File: src/rtl/multicycle_control.sv
// -----------------------------------------------------------------------------
// multicycle_control
//   Multi-cycle control unit for the Lapido datapath. Each instruction is walked
//   through FETCH -> DECODE -> EXEC -> (MEM) -> (WB) -> FETCH. The unit decodes
//   the class field instruction[31:29] and the operation field
//   instruction[28:24]. It drives the datapath strobes and flags illegal
//   encodings and memory timeouts with a one-cycle pulse. Every output is
//   registered and changes on the edge that enters the state it belongs to.
//
// Optional feature:
//   CONTROL_BRANCH_EN - class 110 decodes as beq/bne. When it is undefined,
//                       class 110 is illegal and branch is tied low.
//
// Ports:
//   clock        in   system clock; all state changes on the rising edge
//   reset        in   synchronous, active-high reset
//   instruction  in   instruction word; sampled only in FETCH
//   instr_valid  in   instruction present; sampled only in FETCH
//   mem_ready    in   data memory has completed the access
//   zero         in   ALU zero flag (branch feature only)
//   branch       out  take branch
//   memRead      out  memory read strobe, active-low
//   memWrite     out  memory write strobe, active-low
//   memToReg     out  select memory data for write-back
//   ALUOp        out  ALU operation
//   ALUSrc       out  1 = immediate operand, 0 = register operand
//   regWrite     out  register file write enable
//   enablePC     out  one-cycle PC advance pulse
//   irWrite      out  one-cycle instruction-register load pulse
//   illegal      out  one-cycle illegal / timeout pulse
// -----------------------------------------------------------------------------
module multicycle_control #(
    parameter int INSTR_WIDTH = 32,
    parameter int ALUOP_WIDTH = 5,
    parameter int NUM_ALU_OPS = 16,
    parameter int MEM_TIMEOUT = 15,
    parameter int ALUOP_SUB   = 1
) (
    input  logic                   clock,
    input  logic                   reset,
    input  logic [INSTR_WIDTH-1:0] instruction,
    input  logic                   instr_valid,
    input  logic                   mem_ready,
    input  logic                   zero,
    output logic                   branch,
    output logic                   memRead,
    output logic                   memWrite,
    output logic                   memToReg,
    output logic [ALUOP_WIDTH-1:0] ALUOp,
    output logic                   ALUSrc,
    output logic                   regWrite,
    output logic                   enablePC,
    output logic                   irWrite,
    output logic                   illegal
);

    typedef enum logic [2:0] {S_FETCH, S_DECODE, S_EXEC, S_MEM, S_WB} state_t;

    localparam logic [2:0] CLS_ALU = 3'b001;
    localparam logic [2:0] CLS_LIT = 3'b010;
    localparam logic [2:0] CLS_MEM = 3'b100;
    localparam logic [2:0] CLS_BR  = 3'b110;
    localparam int         CNT_W   = $clog2(MEM_TIMEOUT + 1);

    state_t                 r_state,      w_nxt_state;
    logic [7:0]             r_ir,         w_nxt_ir;       // latched instruction[31:24]
    logic [CNT_W-1:0]       r_wait_cnt,   w_nxt_wait_cnt;
    logic                   r_mem_read,   w_nxt_mem_read;
    logic                   r_mem_write,  w_nxt_mem_write;
    logic                   r_mem_to_reg, w_nxt_mem_to_reg;
    logic [ALUOP_WIDTH-1:0] r_aluop,      w_nxt_aluop;
    logic                   r_alusrc,     w_nxt_alusrc;
    logic                   r_reg_write,  w_nxt_reg_write;
    logic                   r_enable_pc,  w_nxt_enable_pc;
    logic                   r_ir_write,   w_nxt_ir_write;
    logic                   r_illegal,    w_nxt_illegal;
`ifdef CONTROL_BRANCH_EN
    logic                   r_branch,     w_nxt_branch;
`endif

    logic [2:0]             w_cls;
    logic [4:0]             w_op;
    logic                   w_is_store;
    logic                   w_is_lit;
    logic                   w_op_legal;
    logic                   w_decode_ok;
    logic [CNT_W-1:0]       w_wait_inc;
    logic                   w_unused;

    // Decode always looks at the latched copy, never the live instruction bus.
    assign w_cls      = r_ir[7:5];
    assign w_op       = r_ir[4:0];
    assign w_is_store = r_ir[0];
    assign w_is_lit   = (r_ir[1:0] == 2'b10);
    assign w_op_legal = ({27'd0, w_op} < 32'(NUM_ALU_OPS));
    assign w_wait_inc = r_wait_cnt + CNT_W'(1);

    // Only instruction[31:24] is decoded; zero matters only for branches.
    assign w_unused   = ^{instruction, zero};

    // NOTE: every signal gets a default before the case so no path can infer a latch.
    always_comb begin
        w_nxt_state      = r_state;
        w_nxt_ir         = r_ir;
        w_nxt_wait_cnt   = '0;
        w_nxt_mem_read   = 1'b1;
        w_nxt_mem_write  = 1'b1;
        w_nxt_mem_to_reg = 1'b0;
        w_nxt_aluop      = r_aluop;
        w_nxt_alusrc     = r_alusrc;
        w_nxt_reg_write  = 1'b0;
        w_nxt_enable_pc  = 1'b0;
        w_nxt_ir_write   = 1'b0;
        w_nxt_illegal    = 1'b0;
        w_decode_ok      = 1'b0;
`ifdef CONTROL_BRANCH_EN
        w_nxt_branch     = 1'b0;
`endif

        case (r_state)
            S_FETCH: begin
                if (instr_valid) begin
                    w_nxt_ir       = instruction[31:24];
                    w_nxt_ir_write = 1'b1;
                    w_nxt_state    = S_DECODE;
                end
            end

            S_DECODE: begin
                case (w_cls)
                    CLS_ALU: begin
                        if (w_op_legal) begin
                            w_decode_ok  = 1'b1;
                            w_nxt_aluop  = ALUOP_WIDTH'(w_op);
                            w_nxt_alusrc = 1'b0;
                        end
                    end
                    CLS_MEM: begin
                        w_decode_ok  = 1'b1;
                        w_nxt_aluop  = '0;
                        w_nxt_alusrc = 1'b1;
                    end
                    CLS_LIT: begin
                        if (w_is_lit) begin
                            w_decode_ok  = 1'b1;
                            w_nxt_aluop  = '0;
                            w_nxt_alusrc = 1'b1;
                        end
                    end
`ifdef CONTROL_BRANCH_EN
                    CLS_BR: begin
                        w_decode_ok  = 1'b1;
                        w_nxt_aluop  = ALUOP_WIDTH'(ALUOP_SUB);
                        w_nxt_alusrc = 1'b0;
                    end
`endif
                    default: ;
                endcase

                if (w_decode_ok) begin
                    w_nxt_state = S_EXEC;
                end else begin
                    w_nxt_state     = S_FETCH;
                    w_nxt_illegal   = 1'b1;
                    w_nxt_enable_pc = 1'b1;
                end
            end

            S_EXEC: begin
                case (w_cls)
                    CLS_MEM: begin
                        w_nxt_state = S_MEM;
                        if (w_is_store) w_nxt_mem_write = 1'b0;
                        else            w_nxt_mem_read  = 1'b0;
                    end
`ifdef CONTROL_BRANCH_EN
                    CLS_BR: begin
                        // bit24 = 0: beq, bit24 = 1: bne
                        w_nxt_state     = S_FETCH;
                        w_nxt_enable_pc = 1'b1;
                        w_nxt_branch    = w_is_store ? ~zero : zero;
                    end
`endif
                    default: begin
                        // ALU and loadlit go straight to write-back.
                        w_nxt_state     = S_WB;
                        w_nxt_reg_write = 1'b1;
                        w_nxt_enable_pc = 1'b1;
                    end
                endcase
            end

            S_MEM: begin
                // Completion is tested first so a ready on the last allowed
                // cycle still finishes the access instead of timing out.
                if (mem_ready) begin
                    w_nxt_enable_pc = 1'b1;
                    if (w_is_store) begin
                        w_nxt_state = S_FETCH;
                    end else begin
                        w_nxt_state      = S_WB;
                        w_nxt_reg_write  = 1'b1;
                        w_nxt_mem_to_reg = 1'b1;
                    end
                end else if (w_wait_inc == CNT_W'(MEM_TIMEOUT)) begin
                    w_nxt_state     = S_FETCH;
                    w_nxt_illegal   = 1'b1;
                    w_nxt_enable_pc = 1'b1;
                end else begin
                    w_nxt_wait_cnt = w_wait_inc;
                    if (w_is_store) w_nxt_mem_write = 1'b0;
                    else            w_nxt_mem_read  = 1'b0;
                end
            end

            S_WB: begin
                w_nxt_state = S_FETCH;
            end

            default: begin
                w_nxt_state = S_FETCH;
            end
        endcase
    end

    // NOTE: sequential state uses non-blocking assignments so all registers update together.
    always_ff @(posedge clock) begin
        if (reset) begin
            r_state      <= S_FETCH;
            r_ir         <= '0;
            r_wait_cnt   <= '0;
            r_mem_read   <= 1'b1;
            r_mem_write  <= 1'b1;
            r_mem_to_reg <= 1'b0;
            r_aluop      <= '0;
            r_alusrc     <= 1'b0;
            r_reg_write  <= 1'b0;
            r_enable_pc  <= 1'b0;
            r_ir_write   <= 1'b0;
            r_illegal    <= 1'b0;
        end else begin
            r_state      <= w_nxt_state;
            r_ir         <= w_nxt_ir;
            r_wait_cnt   <= w_nxt_wait_cnt;
            r_mem_read   <= w_nxt_mem_read;
            r_mem_write  <= w_nxt_mem_write;
            r_mem_to_reg <= w_nxt_mem_to_reg;
            r_aluop      <= w_nxt_aluop;
            r_alusrc     <= w_nxt_alusrc;
            r_reg_write  <= w_nxt_reg_write;
            r_enable_pc  <= w_nxt_enable_pc;
            r_ir_write   <= w_nxt_ir_write;
            r_illegal    <= w_nxt_illegal;
        end
    end

`ifdef CONTROL_BRANCH_EN
    always_ff @(posedge clock) begin
        if (reset) r_branch <= 1'b0;
        else       r_branch <= w_nxt_branch;
    end
    assign branch = r_branch;
`else
    assign branch = 1'b0;
`endif

    assign memRead  = r_mem_read;
    assign memWrite = r_mem_write;
    assign memToReg = r_mem_to_reg;
    assign ALUOp    = r_aluop;
    assign ALUSrc   = r_alusrc;
    assign regWrite = r_reg_write;
    assign enablePC = r_enable_pc;
    assign irWrite  = r_ir_write;
    assign illegal  = r_illegal;

endmodule

File: config.mk
export PLATFORM = sky130hd
export DESIGN_NAME = multicycle_control
export DESIGN_NICKNAME = d
export VERILOG_FILES = /design/src/rtl/multicycle_control.sv
export SDC_FILE = /design/constraint.sdc
export NUM_CORES = 1
export LEC_CHECK = 0
export CORE_MARGIN = 3
export CORE_UTILIZATION = 30
export CTS_CLUSTER_SIZE = 20
export DETAILED_ROUTE_END_ITERATION = 10
export PLACE_DENSITY_LB_ADDON = 0.05
export SKIP_CTS_REPAIR_TIMING = 1
export SYNTH_ARGS = -nofsm -noshare
export SYNTH_HDL_FRONTEND = slang
export SYNTH_SLANG_ARGS = --single-unit
File: constraint.sdc
create_clock -name clock -period 2.6 [get_ports clock]
set_input_delay 0.26 -clock clock [delete_from_list [all_inputs] [get_ports clock]]
set_output_delay 0.26 -clock clock [all_outputs]
set_load 0.02 [all_outputs]
-- Word-level counts from Yosys, hierarchy flattened
Index checks and enable logic that the tools add are counted.
- word-level logic and storage cells: 73
- bits in registers: 28
- output and inout port bits: 14
- bits of input ports: 37
- eq/ne operators: 12
- reduce and logical (&&, ||, !) cells: 8
- order comparisons: 1
- muxes and demuxes: 37
- $add $sub $neg: 1
- bitwise logic cells: 2
- operator list (kind ; number):
    $mux W1 ; 20
    $mux W3 ; 5
    $pmux W5 S3 ; 1
    $pmux W3 S4 ; 1
    $mux W5 ; 2
    $eq A3 B2 Y1 const B ; 3
    $pmux W1 S3 ; 3
    $pmux W1 S2 ; 4
    $eq A3 B1 Y1 const B ; 2
    $ne A2 B2 Y1 const B ; 3
    $lt A5 B5 Y1 const B ; 1
    $add A4 B1 Y4 const B ; 1
    $eq A4 B4 Y1 const B ; 1
    $reduce_and A2 Y1 ; 2
    $reduce_and A4 Y1 ; 1
    $reduce_or A2 Y1 ; 2
    $reduce_or A4 Y1 ; 1
    $eq A3 B3 Y1 const B ; 1
    $logic_not A3 Y1 ; 1
    $ne A3 B3 Y1 const B ; 1
    $reduce_bool A3 Y1 ; 1
    $eq A2 B2 Y1 const B ; 1
    $mux W2 ; 1
    $not A1 Y1 ; 2

-- Logic depth before layout (Yosys ltp)
Gate-level depths: netlist of the first run.
- depth in word-level cells: 6
- mapped depth: 6

-- Worst setup path after synthesis of the first run
OpenSTA, ideal clock, no wires.
- path kind: flip-flop to flip-flop
- from: register r_ir[0]
- to: register r_aluop[0], in the netlist ALUOp[0]
- data arrival time: 1.361 ns
- data required time: 2.483 ns
- clock period less this slack: 1.478 ns
- library setup time: 0.117 ns
- slack: 1.122 ns
- stages on the path, launching flop included: 5
- path through: dfxtp_1 -> or3b_1 -> o311ai_2 -> a21oi_2 -> a22o_1
- cells in the longest elaborated chain, start to end: 3
- elaborated cells between the ends (all ways): 7
- those cells by class: 1 x order compare; 3 x eq/ne; 2 x mux; 1 x reduce/logical
- RTL lines (what ; line ; RTL):
    from (decl) ; 66 ; logic [7:0] r_ir, w_nxt_ir;
    from (signal assigned) ; 243 ; r_ir <= w_nxt_ir;
    $lt A5 B5 Y1 / $eq A2 B2 Y1 (equally long branches) ; 95, 94 ;
    $ne A2 B2 Y1 (no line) ; n/a ;
    $reduce_and A4 Y1 (no line) ; n/a ;
    to (signal assigned) ; 248 ; r_aluop <= w_nxt_aluop;
    to (decl) ; 71 ; logic [ALUOP_WIDTH-1:0] r_aluop, w_nxt_aluop;
Several ways; a longest one is shown, not always the timed one. The select of a mux whose other input is x is not followed.
A chain may end at the register's enable or synchronous reset.

-- Final worst setup path of the first run
- from: register r_ir[0]
- to: register r_aluop[1], in the netlist ALUOp[1]
- cells in the longest elaborated chain, start to end: 3
- elaborated cells between the ends (all ways): 5
- those cells by class: 1 x order compare; 3 x eq/ne; 1 x reduce/logical
- RTL lines (what ; line):
    $lt A5 B5 Y1 / $eq A2 B2 Y1 (equally long branches) ; 95, 94
    $ne A2 B2 Y1 (no line) ; n/a
    $reduce_and A4 Y1 (no line) (*) ; n/a
Mark *: on every way between the ends. The rest lies on a longest branch, timed or not.

==> flow_summary.json, run 1 <==
{
  "outcome": "finished, final reports clean",
  "cap_violations": 0,
  "vdd_drop_max_mv": 0.296,
  "netlist_area_mm2": 0.00114,
  "drt_iter0_markers": 30,
  "internal_power_mw": 0.622,
  "busiest_layer": "met2",
  "grt_max_degree": 17,
  "crit_family": "compound AO/OA/AOI/OAI gates",
  "avgSynthCellArea_um2": 8.92,
  "finalPower_mw": 0.811,
  "totalWireLength_um": 2300,
  "synthFlopType": "dfxtp_1",
  "die_w_um": 67.7,
  "ys_seq_elements": 28,
  "die-area_mm2": 0.00458,
  "syn_nets": 167,
  "hold_viol": 0,
  "antenna_found_initial": 0,
  "initial_core_util": 0.327,
  "io_buffers": 24,
  "clk_path_buf_depth": 2,
  "insertion_delay_ps": 270,
  "ys_seq_area_frac": 0.491,
  "fin_setup_tns_ps": 0,
  "path_buf_inv": 0,
  "die_h_um": 67.7,
  "post-place-cells": 193,
  "h-tree-depth": 1,
  "numCtsBuffers": 3,
  "syn2layout_area_growth_pct": 28.5,
  "grt_usage": 0.112,
  "required_ps": 2770,
  "use_met3": 0.0532,
  "fin_nets": 191,
  "drc": 0,
  "antenna_cells": 0,
  "pwr-share-seq": 0.562,
  "core_mm2": 0.00349,
  "grt-ovfl-total": 0,
  "power.leakage_nw": 0.531,
  "min_path_type": "register to register",
  "layout-drive-gt1-share": 0.0662,
  "path_cells": "or3b_1, o311ai_2, a21oi_2, a22o_1",
  "whs_ps": 471,
  "synth_edf_count": 0,
  "drt-pass1-iter-count": 4,
  "yosys_warnings": 0,
  "rsz0062_at_grt": "false",
  "end_kind": "register",
  "setup_violations": 0,
  "worstPathArrival_ps": 1840,
  "cts_sinks": 28,
  "clock_skew_ps": 4.26,
  "grt_pass1_vias": 910,
  "period_share": 0.644,
  "synth_cell_types": 38,
  "finalMaxSlewViolations": 0,
  "ys_async_sr_fraction": 0,
  "use_met2": 0.187,
  "dpl.hpwl_um": 1760,
  "ios": 51,
  "fin_area_mm2": 0.00147,
  "netSwitchingFraction": 0.234,
  "max_stage_delay_ps": 430,
  "row_count": 21,
  "synthCells": 128,
  "antenna_left": 0,
  "p_comb_frac": 0.110,
  "clock.fmax_ghz": 0.598,
  "grt.met1_usage": 0.125,
  "pwr-share-clk": 0.328,
  "start_kind": "register",
  "viasPerCell": 4.74,
  "finalNonFillerCells": 197,
  "cts_tree": "done",
  "clk_pin_slew_worst_paths_ps": 90,
  "place.gp.congestion": 0.712,
  "grt_pass1_wl_um": 3900,
  "path_max_fanout": 5,
  "p_sw_mw": 0.190,
  "crit_type": "register to register",
  "placed_area_mm2": 0.00141,
  "power_density_mw_per_mm2": 553,
  "num_vias": 934,
  "avgRoutedWirePerCell_um": 11.7,
  "tightest_slew_ps": 510,
  "fin_crit_ps": 1670,
  "slew_headroom": 0.657,
  "crit_slowest_cell": "o311ai_2",
  "cts-root-buf": "clkbuf_8"
}
-- through the flow --
stage / setup slack (ps) / util
global route: 823 / 0.420
global placement: 754 / 0.404
detailed placement: 743 / 0.404
CTS: 907 / 0.420
finish: 927 / 0.420
floorplan: 1120 / -
-- synth_stat cells (2+ instances only) --
cell type,instances,area share
nor3_1,2,0.0088
dfxtp_1,28,0.49
a21oi_1,12,0.053
nand3_1,2,0.0088
nor2_1,14,0.046
o21ai_0,2,0.0088
nand2_1,20,0.066
nor2b_1,3,0.016
and2_1,3,0.016
or3b_1,2,0.015
o21a_1,2,0.013
o31ai_1,2,0.013
a22o_1,4,0.031
o211ai_1,2,0.013
inv_1,4,0.013
clkbuf_1,2,0.0066
ha_1,2,0.022
nand2b_1,2,0.011
-- final timing paths --
check | from | to | slack [ps] | cells past startpoint
worst max-delay path | r_ir[0] | ALUOp[1] | 930 | 4
worst min-delay path | r_ir[3] | r_ir[3] | 470 | 2
worst max register to register | r_ir[0] | ALUOp[1] | 930 | 4
worst min register to register | r_ir[3] | r_ir[3] | 470 | 2
-- cell type report --
type / count / area (um2)
repair buffers: 25 / 248
flip-flops and latches: 28 / 561
well taps: 46 / 57.6
fillers: 353 / 2030
clock buffers: 4 / 55.1
multi-input cells: 90 / 532
inverters: 4 / 15.0
-- power by group through the flow --
stage / clock network [mW] / registers (mW) / logic (mW)
final: 0.266 / 0.456 / 0.0891
after global routing: 0.297 / 0.459 / 0.0998
after CTS: 0.281 / 0.456 / 0.0905
after detailed placement: 0 / 0.466 / 0.0903
after global placement: 0 / 0.466 / 0.0894
after floorplan: 0 / 0.468 / 0.0526
-- flip-flops by register name, summed over array words and instances (netlist names) --
| signal | cells |
|---|---|
| memToReg | 1 |
| memWrite | 1 |
| ALUOp | 5 |
| irWrite | 1 |
| r_ir | 8 |
| enablePC | 1 |
| ALUSrc | 1 |
| r_wait_cnt | 4 |
| regWrite | 1 |
| illegal | 1 |
| r_state | 3 |
| memRead | 1 |
-- layer usage --
layer / routed length (um) / up-vias
met1: 1060 / 421
met5: 0 / -
met4: 33 / 0
li1: - / 489
met3: 149 / 4
met2: 1050 / 20
-- cells in the final DEF, fill, tap and decap left out, types with 2 or more instances in the layout --
cell             netlist  routed
nor2b_1                3       3
nand2_1               20      20
nand2b_1               2       2
nand3_1                2       2
a22o_1                 4       4
clkdlybuf4s50_1        0      24
o31ai_1                2       2
o21a_1                 2       2
o21ai_0                2       2
and2_1                 3       3
clkbuf_8               0       4
o211ai_1               2       2
dfxtp_1               28      28
a21oi_1               12      12
ha_1                   2       2
nor2_1                14      14
or3b_1                 2       2
nor3_1                 2       2
inv_1                  4       4
-- worst min-delay path, stage by stage, from the launching register on --
cell and delay (ps):
dfxtp_1 320, nand2_1 50, a21oi_1 50
-- kinds of logic (layout without fill, tap and decap cells) --
family                     Yosys count  in the layout  share of synthesized area
other                                1              1                    0.00328
xor gates and xnor gates             2              2                     0.0153
adders and majority gates            2              2                     0.0219
buffers and inverters               10             33                     0.0438
and+or+nand+nor                     53             53                      0.226
DFF                                 28             28                      0.491
AOI/OAI and AO/OA                   32             32                      0.199
Power figures use the tool's default switching activity.
==> run 2, diff against run 1 <==
==> constraint.sdc (replaced) <==
create_clock -name clock -period 1.3 [get_ports clock]
set_input_delay 0.13 -clock clock [delete_from_list [all_inputs] [get_ports clock]]
set_output_delay 0.13 -clock clock [all_outputs]
set_load 0.02 [all_outputs]
==> run 2 against run 1 <==
Net effect: the run now ends with setup timing left; via count rose by 7.8%; register-to-register slack got worse by 1100 ps; worst setup slack got worse by 1100 ps; sequential share of layout area fell by 4.9 points; power rose by 99%; clock-buffer cell count fell by 1; design area rose by 18%; critical endpoint is now ALUOp[2]; largest cell class is now multi-input gates; highest routed layer unchanged.
==> flow_summary.json, run 2 (synthesis results as in run 1) <==
{
  "grt-ovfl-total": 0,
  "cts-root-buf": "clkbuf_8",
  "post-place-cells": 208,
  "outcome": "complete, but fails checks",
  "io_buffers": 24,
  "viasPerCell": 4.71,
  "setup_violations": 13,
  "period_share": 1.13,
  "violations": "setup timing",
  "whs_ps": 396,
  "end_kind": "register",
  "drc": 0,
  "clock.fmax_ghz": 0.679,
  "layout-drive-gt1-share": 0.321,
  "clk_pin_slew_worst_paths_ps": 90,
  "grt_usage": 0.127,
  "totalWireLength_um": 2740,
  "row_count": 21,
  "antenna_left": 0,
  "regMostFlops": "r_ir",
  "dpl.hpwl_um": 1960,
  "path_max_fanout": 5,
  "layout_common_cells": "dfxtp_1, nand2_1, buf_4",
  "ios": 51,
  "r2r_setup_slack_ps": -170,
  "h-tree-depth": 1,
  "grt_max_degree": 17,
  "cap_violations": 0,
  "antenna_found_initial": 0,
  "insertion_delay_ps": 270,
  "antenna_cells": 0,
  "start_kind": "register",
  "drt-pass1-iter-count": 4,
  "n_fill_cell": 343,
  "clk_path_buf_depth": 2,
  "crit_type": "register to register",
  "numCtsBuffers": 3,
  "layout_setup_ws_ps": -174,
  "power.leakage_nw": 0.837,
  "die_w_um": 67.7,
  "initial_core_util": 0.327,
  "min_path_type": "primary input to register",
  "rsz0062_at_grt": "true",
  "dp_slack_ps": -376,
  "fin_util": 0.496,
  "fin_crit_ps": 1470,
  "required_ps": 1470,
  "grt_pass1_wl_um": 4460,
  "core_mm2": 0.00349,
  "avgRoutedWirePerCell_um": 12.8,
  "grt_pass1_vias": 966,
  "largest_reg_flops": 8,
  "power_density_mw_per_mm2": 931,
  "syn2layout_area_growth_pct": 51.7,
  "die_h_um": 67.7,
  "place.gp.congestion": 0.775,
  "clock_skew_ps": 3.69,
  "finalNonFillerCells": 214,
  "cts_sinks": 28,
  "cts_tree": "done",
  "num_vias": 1007,
  "die-area_mm2": 0.00458,
  "worstPathArrival_ps": 1640,
  "finalMaxSlewViolations": 0,
  "fin_setup_tns_ps": -1340,
  "hold_viol": 0,
  "drt_iter0_markers": 30,
  "fin_nets": 209,
  "vdd_drop_max_mv": 0.483
}
-- run 2: cell type report --
cell class	instances	area, um2	area share
clock buffers	3	41.3	0.0238
inverters	4	15.0	0.00866
multi-input cells	90	627	0.362
flip-flops and latches	28	577	0.333
well taps	46	57.6	0.0332
repair buffers	43	415	0.240
-- run 2: power breakdown --
| part | total (mW) | switching (mW) | internal, mW |
|---|---|---|---|
| sequential | 0.905 | 0.0192 | 0.886 |
| clock | 0.460 | 0.252 | 0.208 |
| combinational | 0.248 | 0.121 | 0.128 |
| total | 1.61 | 0.392 | 1.22 |
-- run 2: routing by layer --
layer | track usage | vias to the layer above | share of wire | wire [um]
li1 | - | 522 | - | -
met1 | 0.171 | 463 | 0.45 | 1230
met2 | 0.199 | 18 | 0.50 | 1370
met3 | 0.0283 | 4 | 0.041 | 112
met4 | 0.0380 | 0 | 0.0095 | 26
met5 | 0 | - | 0 | 0
-- run 2: critical path, stage by stage, from the launching register on --
cell and delay, ps:
dfxtp_2 340, or4b_4 580, o311ai_4 110, a21oi_2 140, a22o_1 200
-- run 2: final timing paths --
path | from | to | cells after the start
hold reg to reg | r_ir[3] | r_ir[3] | 2
setup reg to reg | r_ir[7] | ALUOp[2] | 4
hold / removal | instruction[31] | r_ir[7] | 3
setup / recovery | r_ir[7] | ALUOp[2] | 4
-- run 2: through the flow --
step | instance area, um2 | power, mW
floorplan | 1160 | 1.05
global route | 1730 | 1.70
finish | 1730 | 1.61
detailed placement | 1540 | 1.16
CTS | 1590 | 1.62
global placement | 1540 | 1.15
==> run 3, diff against run 2 <==
--- a/config.mk
+++ b/config.mk
@@ -5,6 +5,7 @@
 export SDC_FILE = /design/constraint.sdc
 export NUM_CORES = 1
 export LEC_CHECK = 0
+export CAP_MARGIN = 20
 export CORE_MARGIN = 3
 export CORE_UTILIZATION = 30
 export CTS_CLUSTER_SIZE = 20
==> results of run 3 <==
The final DEF is identical to that of run 2; final timing and power are the same.
